===== src/rtl/station_cmd_pkg.sv =====
// Shared constants for the station command processor and the barcode reader.
// Holds the station-ID field layout, the command opcodes and the FSM states.
package station_cmd_pkg;

   // Station-ID / command byte layout: [7:6] opcode, [5:0] station
   localparam int unsigned OP_W  = 2;
   localparam int unsigned STN_W = 6;
   localparam int unsigned ID_W  = OP_W + STN_W;
   localparam int unsigned CNT_W = 16;

   // Command opcodes; the remaining two encodings are reserved
   localparam logic [OP_W-1:0] OP_STOP = 2'b00;
   localparam logic [OP_W-1:0] OP_GO   = 2'b01;

   // FSM states
   localparam logic [0:0] IDLE    = 1'b0;
   localparam logic [0:0] TRANSIT = 1'b1;

endpackage


===== src/rtl/buzz_gen.sv =====
// Piezo buzzer driver: square wave of period 2*BUZZ_HALF while en is high.
// The first half-period after enabling is silent; both drives are low when disabled.
// Ports: clk, rst_n (async active-low), en (buzzer request), buzz / buzz_n (piezo drive pair).
module buzz_gen
   import station_cmd_pkg::*;
#(
   parameter int unsigned BUZZ_HALF = 12500
) (
   input  logic clk,
   input  logic rst_n,
   input  logic en,
   output logic buzz,
   output logic buzz_n
);

   logic [CNT_W-1:0] cnt;
   logic             term;

   assign term = (cnt == CNT_W'(BUZZ_HALF - 1));

   // Half-period counter and drive pair; buzz_n takes the old buzz on each toggle
   // so it stays low through the silent first half-period, then complements buzz.
   always_ff @(posedge clk or negedge rst_n) begin
      if (!rst_n) begin
         cnt    <= '0;
         buzz   <= 1'b0;
         buzz_n <= 1'b0;
      end else if (!en) begin
         cnt    <= '0;
         buzz   <= 1'b0;
         buzz_n <= 1'b0;
      end else if (term) begin
         cnt    <= '0;
         buzz   <= ~buzz;
         buzz_n <= buzz;
      end else begin
         cnt    <= cnt + CNT_W'(1);
      end
   end

endmodule


===== src/rtl/station_cmd.sv =====
// Station command processor: accepts GO/STOP commands, tracks the destination
// station, stops on a matching barcode ID and buzzes while obstructed in transit.
// Ports: clk, rst_n; cmd/cmd_rdy -> clr_cmd_rdy; ID/ID_vld -> clr_ID_vld;
//        ok2move in; go, in_transit, buzz, buzz_n out.
module station_cmd
   import station_cmd_pkg::*;
#(
   parameter int unsigned BUZZ_HALF = 12500
) (
   input  logic            clk,
   input  logic            rst_n,
   input  logic [ID_W-1:0] cmd,
   input  logic            cmd_rdy,
   output logic            clr_cmd_rdy,
   input  logic [ID_W-1:0] ID,
   input  logic            ID_vld,
   output logic            clr_ID_vld,
   input  logic            ok2move,
   output logic            go,
   output logic            in_transit,
   output logic            buzz,
   output logic            buzz_n
);

   logic [0:0]       state;
   logic [0:0]       next_state;
   logic [STN_W-1:0] dest;
   logic [STN_W-1:0] next_dest;
   logic [OP_W-1:0]  op;
   logic             id_match;

   assign op       = cmd[ID_W-1:STN_W];
   assign id_match = (ID[ID_W-1:STN_W] == OP_W'(0)) && (ID[STN_W-1:0] == dest);

   // Every pending item is consumed the cycle it is seen
   assign clr_cmd_rdy = cmd_rdy;
   assign clr_ID_vld  = ID_vld;

   assign in_transit = (state == TRANSIT);
   assign go         = in_transit & ok2move;

   // State and destination registers
   always_ff @(posedge clk or negedge rst_n) begin
      if (!rst_n) begin
         state <= IDLE;
         dest  <= '0;
      end else begin
         state <= next_state;
         dest  <= next_dest;
      end
   end

   // Next-state logic; a command takes priority and discards a simultaneous ID
   always_comb begin
      next_state = state;
      next_dest  = dest;
      case (state)
         IDLE: begin
            if (cmd_rdy && (op == OP_GO)) begin
               next_dest  = cmd[STN_W-1:0];
               next_state = TRANSIT;
            end
         end
         TRANSIT: begin
            if (cmd_rdy) begin
               if (op == OP_STOP) begin
                  next_state = IDLE;
               end else if (op == OP_GO) begin
                  next_dest = cmd[STN_W-1:0];
               end
            end else if (ID_vld && id_match) begin
               next_state = IDLE;
            end
         end
         default: next_state = IDLE;
      endcase
   end

   buzz_gen #(
      .BUZZ_HALF(BUZZ_HALF)
   ) u_buzz (
      .clk   (clk),
      .rst_n (rst_n),
      .en    (in_transit & ~ok2move),
      .buzz  (buzz),
      .buzz_n(buzz_n)
   );

endmodule

===== config.mk =====
export PLATFORM = sky130hd
export DESIGN_NAME = station_cmd
export DESIGN_NICKNAME = d
export VERILOG_FILES = /design/src/rtl/station_cmd_pkg.sv /design/src/rtl/buzz_gen.sv /design/src/rtl/station_cmd.sv
export SDC_FILE = /design/constraint.sdc
export NUM_CORES = 1
export LEC_CHECK = 0
export CORE_ASPECT_RATIO = 0.9
export CORE_MARGIN = 5
export CORE_UTILIZATION = 49
export CTS_CLUSTER_SIZE = 14
export DETAILED_ROUTE_END_ITERATION = 8
export GPL_ROUTABILITY_DRIVEN = 0
export PLACE_DENSITY_LB_ADDON = 0.05
export SLEW_MARGIN = 5
export SYNTH_ARGS = -nofsm -noshare
export SYNTH_HDL_FRONTEND = slang
export SYNTH_SLANG_ARGS = --single-unit

===== constraint.sdc =====
create_clock -name clk -period 2.08 [get_ports clk]
set_input_delay 0.416 -clock clk [delete_from_list [all_inputs] [get_ports clk]]
set_output_delay 0.416 -clock clk [all_outputs]
set_load 0.05 [all_outputs]

==> impl_metrics.toml <==
[clock_network]
clockBufferDepth = 2
cts_tree = "built"
clk_pin_slew_ns = 0.14
htree_levels = 1
cts_buffers = 3
post_cts_buffers = 0
cts.sinks = 25
post_cts_resized = 0
hold_buffers = 0
root_buffer = "clkbuf_4"
insertion_delay_ns = 0.32

[power]
netSwitchingFraction_pct = 26.0
seqPwrFrac_pct = 58.1
power.internal_uw = 677
total_power_uw = 915
ir_drop_mv = 0.571
p_per_area_mw_per_mm2 = 570
p_sw_uw = 238
clkPwrFrac_pct = 24.0
p_leak_uw = 0.000646
pwr-share-comb_pct = 17.9

[drt]
vias = 943
viasPerCell = 5.42
drt_iter0_drc = 20
dr.pass1.iters = 4
drc = 0
wl_mm = 2.51
wl_per_cell_um = 14.4
antenna_left = 0

[timing]
max_slew_margin_pct = 67.0
worst_pin_slew_ns = 0.493
fmax_mhz = 508
finalHoldViolations = 0
drv_slew = 0
post-route-period-util_pct = 94.6
finClkSkew_ns = 0.00141
setup_viol = 0
rsz0062_at_grt = "false"
min_period_ns = 1.97
fin_tns_setup_ns = 0

[grt]
grt_use_total_pct = 14.8
grt_pass1_vias = 952
grt_pass1_wl_mm = 4.38
antenna_found_initial = 0
grt_overflow = 0
grt_max_degree = 26

[worst_setup_path]
crit_chain = "clkdlybuf4s50_1"
arrival_ns = 1.55
cpLargestDelayFamily = "buffers and inverters"
crit_buf_inv = 1
crit_path_start_kind = "flop"
path_class = "flop to output port"
end_kind = "output port"
slowest_delay_ns = 0.82
crit_required_ns = 1.66
path_max_fanout = 5
cp_slowest_cell = "clkdlybuf4s50_1"

[floorplan]
fp-row-count = 17
coreArea_mm2 = 0.00247
chipHeight_um = 58.1
num_io_pins = 27
dieArea_mm2 = 0.00369
die_w_um = 63.5
start_util_pct = 51.1

[cells_and_area]
syn_to_final_growth_pct = 27.4
drive_gt1_share_pct = 13.7
fin_area_mm2 = 0.00161
n_antenna_cell = 0
post-route-util_pct = 65.1
final_nets = 169

[yosys]
yosysUniqueCellTypes = 29
ys_warn_count = 0
yosys_register_bits = 25
synthCells = 118
synth_nets = 140
synth_most_common_cell = "dfrtp_1"
synth-edff-count = 0
synthesis.area_mm2 = 0.00126
ys_top_cells_by_area = "dfrtp_1, xor2_1, mux2_2, xnor2_1, nor2_1"
synth-async-reset-ratio_pct = 100
synth_commonest_cells = "dfrtp_1, nor2_1, xor2_1"
synth_top_area_cell = "dfrtp_1"
yosysSeqAreaShare_pct = 49.7
synth_top_area_share_pct = 49.7
syn_avg_cell_area_um2 = 10.7
synth_ff_type = "dfrtp_1"

[placed_design]
io_buffers = 26
place_hpwl_mm = 1.92
place_area_mm2 = 0.00158

[hold_path]
hold_path.class = "input port to asynchronous set/reset pin"

[flow_run]
maxCapViolCount = 0

[run_status]
outcome = "complete, no violations"
final cells by class:
| class | count | area (um^2) |
|---|---|---|
| Clock buffer | 3 | 22.5 |
| Clock inverter | 1 | 5.00 |
| Fill cell | 206 | 862 |
| Inverter | 2 | 7.51 |
| Multi-Input combinational cell | 86 | 597 |
| Sequential cell | 25 | 626 |
| Tap cell | 28 | 35.0 |
| Timing Repair Buffer | 29 | 313 |
state kept, by name (all words and copies together), names as in the netlist:
| register | count |
|---|---|
| u_buzz.cnt | 16 |
| dest | 6 |
| u_buzz.buzz_n | 1 |
| in_transit | 1 |
| u_buzz.buzz | 1 |
metal layers:
metal	wire, um	track usage [%]	share of wire, %	vias up
li1	-	-	-	469
met1	1110	19.0	44	460
met2	1280	24.6	51	12
met3	104	4.65	4.1	2
met4	17	2.97	0.68	0
met5	0	0	0	-
through the flow:
step,setup slack (ns),hold WS (ns),instances
final,0.112,0.433,174
after global routing,0.0415,0.466,174
after CTS,0.0995,0.437,174
after detailed placement,0.295,0.479,170
after global placement,0.344,0.475,170
after floorplan,0.504,0.120,118
power by group through the flow:
stage | clock (uW) | sequential (uW) | combinational [uW]
floorplan | 0 | 546 | 77.6
global placement | 0 | 541 | 161
detailed placement | 0 | 542 | 167
CTS | 228 | 532 | 167
global route | 254 | 536 | 178
finish | 219 | 532 | 164
path summary, 6_finish.rpt:
kind	startpoint	to	slack, ns	cells after the start
max in group asynchronous	rst_n	u_buzz.cnt[14]	1.41	2
max	in_transit	in_transit	0.11	1
min reg2reg	u_buzz.cnt[0]	u_buzz.cnt[0]	0.50	1
min	rst_n	u_buzz.cnt[11]	0.43	2
max reg2reg	u_buzz.cnt[0]	u_buzz.cnt[14]	0.39	6
min in group clk	u_buzz.cnt[0]	u_buzz.cnt[0]	0.50	1
cell families after synthesis:
kind of cell	Yosys count	share of synthesized area [%]
AO/OA/AOI/OAI	6	2.58
XOR/XNOR	19	13.2
adder cells (fa/ha/maj)	1	0.993
buffers and inverters	7	2.98
flip-flops	25	49.7
multiplexers	7	6.16
AND/OR/NAND/NOR	53	24.4
layout by cell type, fill, tap and decap left out, drive strengths merged:
master         Yosys  final
dfrtp             25     25
xnor2              7      7
clkdlybuf4s50      0     23
clkinv             0      1
mux2               6      6
nand4              7      7
or4b               1      1
nand2              3      3
or4                1      1
and4bb             1      1
buf                4      6
o21ai              2      2
mux2i              1      1
nand3b             1      1
ha                 1      1
a21oi              3      3
nor2              16     16
xor2              12     12
and2               2      2
nand3              9      9
clkbuf             1      3
and4               4      4
nand2b             2      2
nor3               3      3
nor4               3      3
o31ai              1      1
inv                2      2
(Power assumes the default switching activity.)
